===== config.mk =====
export PLATFORM = sky130hd
export DESIGN_NAME = seq_control
export DESIGN_NICKNAME = d
export VERILOG_FILES = /design/src/rtl/seq_control_pkg.sv /design/src/rtl/seq_control_loop_counter.sv /design/src/rtl/seq_control.sv
export SDC_FILE = /design/constraint.sdc
export NUM_CORES = 1
export LEC_CHECK = 0
export ABC_AREA = 1
export CORE_ASPECT_RATIO = 0.7
export CORE_UTILIZATION = 45
export CTS_CLUSTER_DIAMETER = 150
export DETAILED_ROUTE_END_ITERATION = 10
export PLACE_DENSITY = 0.83
export SLEW_MARGIN = 40
export SYNTH_ARGS = -nofsm -noshare
export SYNTH_HDL_FRONTEND = slang
export SYNTH_SLANG_ARGS = --single-unit

===== constraint.sdc =====
create_clock -name clock -period 2.05 [get_ports clock]
set_input_delay 0.41 -clock clock [delete_from_list [all_inputs] [get_ports clock]]
set_output_delay 0.41 -clock clock [all_outputs]
set_load 0.005 [all_outputs]

===== src/rtl/seq_control_pkg.sv =====
// Shared definitions for the microprogram sequencer controller: microword
// layout, op codes, source-select encodings and the condition test.
package seq_control_pkg;

    localparam int ADDR_W  = 12;
    localparam int UWORD_W = 24;
    localparam int COND_W  = 8;
    localparam int CTL_W   = 4;

    localparam int OP_HI    = 23;
    localparam int OP_LO    = 20;
    localparam int CSEL_HI  = 19;
    localparam int CSEL_LO  = 17;
    localparam int CPOL_BIT = 16;
    localparam int CTL_HI   = 15;
    localparam int CTL_LO   = 12;
    localparam int BR_HI    = 11;
    localparam int BR_LO    = 0;

    localparam logic [2:0] STK_MAX = 3'd4;

    typedef enum logic [3:0] {
        OP_JZ   = 4'h0,
        OP_CONT = 4'h1,
        OP_JMP  = 4'h2,
        OP_CJMP = 4'h3,
        OP_JSR  = 4'h4,
        OP_CJSR = 4'h5,
        OP_RTS  = 4'h6,
        OP_CRTS = 4'h7,
        OP_LDCT = 4'h8,
        OP_RPCT = 4'h9,
        OP_LDAR = 4'hA,
        OP_JAR  = 4'hB,
        OP_WAIT = 4'hC,
        OP_HOLD = 4'hD,
        OP_RSVE = 4'hE,
        OP_RSVF = 4'hF
    } op_e;

    // Slice source select {s1,s0}.
    typedef enum logic [1:0] {
        SRC_PC  = 2'b00,
        SRC_AR  = 2'b01,
        SRC_STK = 2'b10,
        SRC_D   = 2'b11
    } src_e;

    function automatic logic cond_test(input logic [COND_W-1:0] flags,
                                       input logic [2:0]        sel,
                                       input logic              pol);
        return flags[sel] ^ pol;
    endfunction

endpackage


===== src/rtl/seq_control_loop_counter.sv =====
// Loop counter: parallel load, saturating decrement at zero, zero detect.
module loop_counter
    import seq_control_pkg::*;
(
    input  logic              clock,
    input  logic              reset_n,
    input  logic              i_load,
    input  logic              i_dec,
    input  logic [ADDR_W-1:0] i_din,
    output logic              o_zero
);

    logic [ADDR_W-1:0] r_count;

    always_ff @(posedge clock or negedge reset_n) begin
        if (!reset_n) begin
            r_count <= '0;
        end else if (i_load) begin
            r_count <= i_din;
        end else if (i_dec && (r_count != '0)) begin
            r_count <= r_count - 1'b1;
        end
    end

    assign o_zero = (r_count == '0);

endmodule


===== src/rtl/seq_control.sv =====
// Microprogram sequencer controller: pipelines the microword, decodes it into
// slice controls, and tracks loop count and stack depth with sticky errors.
module seq_control
    import seq_control_pkg::*;
(
    input  logic               clock,
    input  logic               reset_n,
    input  logic [UWORD_W-1:0] uword,
    input  logic [COND_W-1:0]  cond_in,
    input  logic               ext_ready,
    output logic               s0,
    output logic               s1,
    output logic               fe_n,
    output logic               pup,
    output logic               zero_n,
    output logic               cin,
    output logic               re_n,
    output logic [ADDR_W-1:0]  din,
    output logic [ADDR_W-1:0]  rin,
    output logic [CTL_W-1:0]   ctl_out,
    output logic               stk_ovf,
    output logic               stk_unf
);

    logic [UWORD_W-1:0] r_pipe;
    logic [2:0]         r_depth;
    logic               r_ovf;
    logic               r_unf;

    op_e               w_op;
    logic              w_test;
    logic [ADDR_W-1:0] w_branch;
    src_e              w_src;
    logic              w_cin;
    logic              w_fe_n;
    logic              w_pup;
    logic              w_zero_n;
    logic              w_re_n;
    logic              w_push;
    logic              w_pop;
    logic              w_ld;
    logic              w_dec;
    logic              w_cnt_zero;

    // A cleared pipeline decodes as JZ, so reset drives the address to 0 at once.
    always_ff @(posedge clock or negedge reset_n) begin
        if (!reset_n) begin
            r_pipe <= '0;
        end else begin
            r_pipe <= uword;
        end
    end

    assign w_op     = op_e'(r_pipe[OP_HI:OP_LO]);
    assign w_branch = r_pipe[BR_HI:BR_LO];
    assign w_test   = cond_test(cond_in, r_pipe[CSEL_HI:CSEL_LO], r_pipe[CPOL_BIT]);

    always_comb begin
        w_src    = SRC_PC;
        w_cin    = 1'b1;
        w_fe_n   = 1'b1;
        w_pup    = 1'b0;
        w_zero_n = 1'b1;
        w_re_n   = 1'b1;
        w_push   = 1'b0;
        w_pop    = 1'b0;
        w_ld     = 1'b0;
        w_dec    = 1'b0;
        case (w_op)
            OP_JZ:   w_zero_n = 1'b0;
            OP_JMP:  w_src = SRC_D;
            OP_CJMP: if (w_test) w_src = SRC_D;
            OP_JSR: begin
                w_src  = SRC_D;
                w_fe_n = 1'b0;
                w_pup  = 1'b1;
                w_push = 1'b1;
            end
            OP_CJSR: if (w_test) begin
                w_src  = SRC_D;
                w_fe_n = 1'b0;
                w_pup  = 1'b1;
                w_push = 1'b1;
            end
            OP_RTS: begin
                w_src  = SRC_STK;
                w_fe_n = 1'b0;
                w_pop  = 1'b1;
            end
            OP_CRTS: if (w_test) begin
                w_src  = SRC_STK;
                w_fe_n = 1'b0;
                w_pop  = 1'b1;
            end
            OP_LDCT: w_ld = 1'b1;
            OP_RPCT: if (!w_cnt_zero) begin
                w_src = SRC_D;
                w_dec = 1'b1;
            end
            OP_LDAR: w_re_n = 1'b0;
            OP_JAR:  w_src = SRC_AR;
            OP_WAIT: w_cin = ext_ready;
            OP_HOLD: w_cin = 1'b0;
            default: w_src = SRC_PC;
        endcase
    end

    loop_counter u_loop_counter (
        .clock   (clock),
        .reset_n (reset_n),
        .i_load  (w_ld),
        .i_dec   (w_dec),
        .i_din   (w_branch),
        .o_zero  (w_cnt_zero)
    );

    // Depth saturates at both ends; the slice stack is still strobed on error.
    always_ff @(posedge clock or negedge reset_n) begin
        if (!reset_n) begin
            r_depth <= '0;
            r_ovf   <= 1'b0;
            r_unf   <= 1'b0;
        end else if (w_push) begin
            if (r_depth == STK_MAX) begin
                r_ovf <= 1'b1;
            end else begin
                r_depth <= r_depth + 3'd1;
            end
        end else if (w_pop) begin
            if (r_depth == 3'd0) begin
                r_unf <= 1'b1;
            end else begin
                r_depth <= r_depth - 3'd1;
            end
        end
    end

    assign s1      = w_src[1];
    assign s0      = w_src[0];
    assign fe_n    = w_fe_n;
    assign pup     = w_pup;
    assign zero_n  = w_zero_n;
    assign cin     = w_cin;
    assign re_n    = w_re_n;
    assign din     = w_branch;
    assign rin     = w_branch;
    assign ctl_out = r_pipe[CTL_HI:CTL_LO];
    assign stk_ovf = r_ovf;
    assign stk_unf = r_unf;

endmodule


* Word level (Yosys, flattened, before mapping) *
Index checks and enable logic that the tools add are counted.

operators by class
  add/subtract/negate cells = 3
  $mul = 0
  divide/modulo/power cells = 0
  $lt $le $gt $ge = 1
  equal/unequal tests = 15
  shift operators = 0
  multiplexer cells = 23
  bitwise logic cells = 2
  reduce and logical (&&, ||, !) cells = 14

operators with widths
  operator                 count
  $eq A4 B4 Y1 const B     6
  $mux W12                 2
  $eq A4 B3 Y1 const B     4
  $logic_not A12 Y1        1
  $mux W3                  4
  $pmux W2 S6              1
  $reduce_bool A12 Y1      1
  $sub A12 B1 Y12 const B  1
  $eq A4 B2 Y1 const B     2
  $mux W1                  8
  $pmux W1 S2              4
  $reduce_or A2 Y1         4
  $mux W2                  3
  $reduce_and A3 Y1        2
  $logic_not A4 Y1         1
  $lt A3 B4 Y1 const B     1
  $ne A2 B2 Y1 const B     2
  $reduce_bool A2 Y1       2
  $add A3 B1 Y3 const B    1
  $bmux W1 S3              1
  $eq A3 B3 Y1 const B     1
  $logic_not A3 Y1         1
  $sub A3 B1 Y3 const B    1
  $reduce_and A2 Y1        1
  3 further kinds          3

word-level totals
  bits in registers = 41
  bits in latches = 0
  memory bits (writable) = 0
  memory bits (read-only) = 0
  output and inout bits = 37
  word-level logic and storage cells = 63
  memories = 0

* Longest topological paths before layout *
  depth in word-level cells = 7
  depth in mapped cells = 15
  gate-level depth less buffers = 15

* Cells and area by module *
A second synthesis with hierarchy kept.

second synthesis, totals
  cells, all modules = 282
  area, all modules = 2327.2 µm²

by module, submodules not included
  module        times used  cells each  area an instance (µm²)
  seq_control   1           152         1422.6
  loop_counter  1           130         904.6

* Worst setup path after synthesis *
Ideal clock, no wire load.

  path type = reg-to-reg
  start = register r_pipe[17]
  end = register r_depth[2]
  setup time = 65 ps
  arrival = 1745 ps
  required time = 1985 ps
  path slack = 240 ps
  stages on the path, launching flop included = 15
  cell sequence = dfrtp_1 inv_2 nand2_1 nand3_1 nand3_2 nand3_1 nand3_2 nand2_1 inv_1 fa_1 inv_1 nand3_1 nand2_1 nand2_1 nand2_1

between the ends
  cells in the longest elaborated chain, start to end = 7

ends and longest elaborated chain
  what                                                          RTL line               RTL
  start: declaration                                            seq_control.sv:25      logic [UWORD_W-1:0] r_pipe;
  start signal: assignment                                      seq_control.sv:50      r_pipe <= uword;
  $bmux W1 S3 *                                                 seq_control_pkg.sv:52  return flags[sel] ^ pol;
  $mux W1 (implied by the code) *                               seq_control_pkg.sv:52
  $xor A1 B1 Y1 *                                               seq_control_pkg.sv:52
  $mux W1 *                                                     --
  $pmux W1 S2 *                                                 --
  net pup                                                       seq_control.sv:14      output logic pup,
  $ne A2 B2 Y1 (no line) or $reduce_bool A2 Y1 (tied branches)  --
  $reduce_and A3 Y1 (no line)                                   --
  end signal: assignment                                        seq_control.sv:127     r_depth <= r_depth + 3'd1;
  end signal: assignment                                        seq_control.sv:133     r_depth <= r_depth - 3'd1;
  end: declaration                                              seq_control.sv:26      logic [2:0] r_depth;

Mark *: on every way through the listed nets, which the timed path passes. The rest lies on a longest branch. The select of a mux whose other input is x is not followed.
A chain may end at the register's enable or synchronous reset.

* Worst setup path in the final report *
  start = register r_pipe[17]
  end = output s1

between the ends
  cells in the longest elaborated chain, start to end = 5

ends and longest elaborated chain
  what                               RTL line                                                 RTL
  $bmux W1 S3 *                      seq_control_pkg.sv:52
  $mux W1 (implied by the code) *    seq_control_pkg.sv:52
  $xor A1 B1 Y1 *                    seq_control_pkg.sv:52
  $mux W2, on equally long branches  seq_control.sv:90, seq_control.sv:72, seq_control.sv:79
  $pmux W2 S6 *                      seq_control.sv:69                                        case (w_op)
  end: declaration                   seq_control.sv:12                                        output logic s1,

Every way passes the cells marked *; elsewhere a longest branch is shown, timed or not. The select of a mux whose other input is x is not followed.

==> out/metrics.cfg <==
[synth]
syn_nets = 294
synthDistinctLibCells = 32
synth_area_per_cell_um2 = 8.51
yosys_warnings = 0
synth.largest_area_cell = dfrtp_1
synth_top_area_frac = 0.471
ys_ff_latch = 41
synth_area_leaders = dfrtp_1 (47%), buf_4 (10%), nand2_1 (9.0%)
ys_seq_area_frac = 0.471
syn_area_mm2 = 0.00218
synth_cells = 256

[place]
hpwl_um = 3510
placed_cell_area_mm2 = 0.00284
port_buffers = 71
gp_congestion = 0.885

[route]
firstDrtPassIters = 4
drt_iter0_drc = 134
routedWlPerCell_um = 13.4
via_per_inst = 5.08
antenna_left = 0
routed-via-count = 1931
drt_drc_violations_left = 0
wirelength_um = 5100

[floorplan]
start_util = 0.484
core_mm2 = 0.00450
die_w_um = 85.2
num_rows = 20
die_h_um = 60.2
die-area_mm2 = 0.00513
pin_count = 72

[status]
violations = negative setup slack
status = finished with violations

[timing]
finalWorstSetupSlack_ns = -0.181
finalSetupViolCount = 4
hold_ws_ns = 0.168
rsz0062_at_grt = yes
relSlewSlack = 0.659
hold_viol = 0
maxSlewViolCount = 0
setup-tns-final_ns = -0.397
max_freq_mhz = 448
tightest_slew_ns = 0.511
period_share = 1.09
fin_crit_ns = 2.23
skew_ns = 0.00752

[clocking]
clockRootBuffer = clkbuf_8
clkSinkCount = 41
clk_latency_ns = 0.29
cts_made_buffers = 5
hold_buffers = 0
cts_tree = yes
cts.clk_slew.worst_paths_ns = 0.08
cts_buffer_depth = 2
htreeDepth = 2

[cells_and_area]
n_antenna_cell = 0
drive_gt1_frac = 0.237
nNetsFinal = 362
syn2layout_area_growth_pct = 41.6
fin_area_mm2 = 0.00309

[global_route]
grt_first_pass_wirelength_um = 7920
overflow = 0
track_usage = 0.206
antenna_found_initial = 0
grt_max_degree = 42
grt_pass1_vias = 1761

[setup_path]
crit_type = flip-flop to output pin
worstPathMaxFanout = 3
end_kind = output pin
slowest_delay_ns = 0.46
crit_path_cell_trace = buf_6, nand2_2, nand3_2, nand3_4, nand3_2, nand3_4, nand2_2, buf_6, o21ai_2, buf_2
cp_data_required_time_ns = 1.64
crit_path_start_kind = flip-flop
startpoint = r_pipe[17]$_DFF_PN0_
regToRegStartpoint = r_pipe[17]$_DFF_PN0_
slowest_stage = dfrtp_2
arrival_ns = 1.82

[power_and_ir_drop]
leakagePower_nw = 1.45
pwr_density_cell_mw_per_mm2 = 864
p_seq_frac = 0.406
combPwrFrac = 0.349
p_switching_uw = 893
ir_drop_mv = 0.446
pwr-share-clk = 0.245
p_int_mw = 1.77
p_sw_frac = 0.335

[min_path]
hold_path_class = primary input to async pin

[job]
drv_cap = 0

[synth_stat cells, drive strengths merged]
library cell	instances
ha	2
a21oi	7
nand4	4
dfrtp	41
nor2	18
a31oi	1
nand2	57
inv	36
o31ai	2
or2	1
fa	1
nor3	2
o311ai	1
o221ai	1
xor2	1
buf	32
nand3b	1
o21bai	1
o21ai	11
nor4	1
o211ai	4
o22ai	2
nand3	29
[metrics by stage]
stage	setup slack, ns	power, mW	utilization	instances
after global routing	-0.268	2.87	0.685	380
after global placement	-0.408	1.93	0.630	366
final	-0.181	2.67	0.685	380
after floorplan	0.240	1.62	-	256
after detailed placement	-0.530	1.96	0.630	366
after CTS	-0.123	2.62	0.664	378
[flip-flops by register name, summed over array words and instances, names as in the netlist]
signal,flops
r_depth,3
r_pipe,24
stk_ovf,1
stk_unf,1
u_loop_counter.r_count,12
[layer usage]
layer,part of all wire,wire length [um],global-route usage
met3,0.082,419,0.0608
met5,0,0,0
met4,0.015,78,0.0654
met1,0.43,2210,0.277
met2,0.47,2390,0.323
[worst max-delay path, delay by kind of cell (launching register included)]
kind | cells | cell delay (ns)
flip-flops | 1 | 0.46
AO/OA/AOI/OAI | 1 | 0.11
buffers and inverters | 3 | 0.40
AND/OR/NAND/NOR | 6 | 0.56
[final cells by class]
| cell class | instances | area (um^2) |
|---|---|---|
| flip-flops and latches | 41 | 1030 |
| repair buffers | 93 | 862 |
| well taps | 55 | 68.8 |
| clock inverters | 3 | 46.3 |
| multi-input cells | 147 | 873 |
| clock buffers | 5 | 68.8 |
| inverters | 36 | 138 |
| fillers | 365 | 1420 |
[path summary, 6_finish.rpt]
kind                                          end  slack (ns)  depth (start not counted)
max in group asynchronous    r_pipe[21]$_DFF_PN0_        1.50                          2
min reg2reg                   stk_unf$_DFFE_PN0P_        0.48                          2
min                          r_pipe[17]$_DFF_PN0_        0.17                          2
max reg2reg                r_depth[1]$_DFFE_PN0P_        0.08                         12
max                                            s1       -0.18                         10
min in group clock            stk_unf$_DFFE_PN0P_        0.48                          2
[timing repair]
item / 4_1_cts / 5_1_grt
buffers inserted: 4 / 2
resized for setup: 35 / 23
pin swaps: 13 / 10
endpoints found under the setup margin: 5 / 8
[cells in the final DEF (no fill, tap or decap), types with 2 or more instances in the layout]
| cell type | netlist | layout |
|---|---|---|
| dfrtp_2 | 0 | 2 |
| a21oi_1 | 6 | 5 |
| nand3_2 | 6 | 7 |
| inv_2 | 4 | 7 |
| buf_4 | 30 | 18 |
| clkbuf_8 | 0 | 5 |
| o21ai_1 | 4 | 4 |
| nand3_1 | 22 | 18 |
| nand3_4 | 1 | 4 |
| nor2_1 | 16 | 16 |
| o21ai_0 | 7 | 6 |
| inv_1 | 32 | 28 |
| ha_1 | 2 | 2 |
| clkdlybuf4s50_1 | 0 | 58 |
| nand2_1 | 52 | 44 |
| nor2_2 | 2 | 2 |
| buf_2 | 2 | 4 |
| dlygate4sd2_1 | 0 | 8 |
| nand2_2 | 5 | 12 |
| o22ai_1 | 2 | 2 |
| dfrtp_1 | 41 | 39 |
| nand4_1 | 4 | 4 |
| o211ai_1 | 4 | 4 |
| buf_6 | 0 | 5 |
[power by group through the flow]
stage          clock, mW  sequential (mW)  combinational (mW)
4_1_cts            0.660             1.08               0.884
3_3_place_gp           0             1.08               0.845
6_report           0.654             1.08               0.930
5_1_grt            0.702             1.11                1.06
2_1_floorplan          0             1.07               0.550
3_5_place_dp           0             1.09               0.875
[logic make-up after synthesis]
family | Yosys count | share of synthesized area
compound gates | 30 | 0.0838
xor+xnor | 1 | 0.00402
fa+ha+maj | 3 | 0.0207
buf+inv | 68 | 0.170
flops | 41 | 0.471
simple gates | 113 | 0.251
Note: power is estimated with default switching activity, not from simulation.
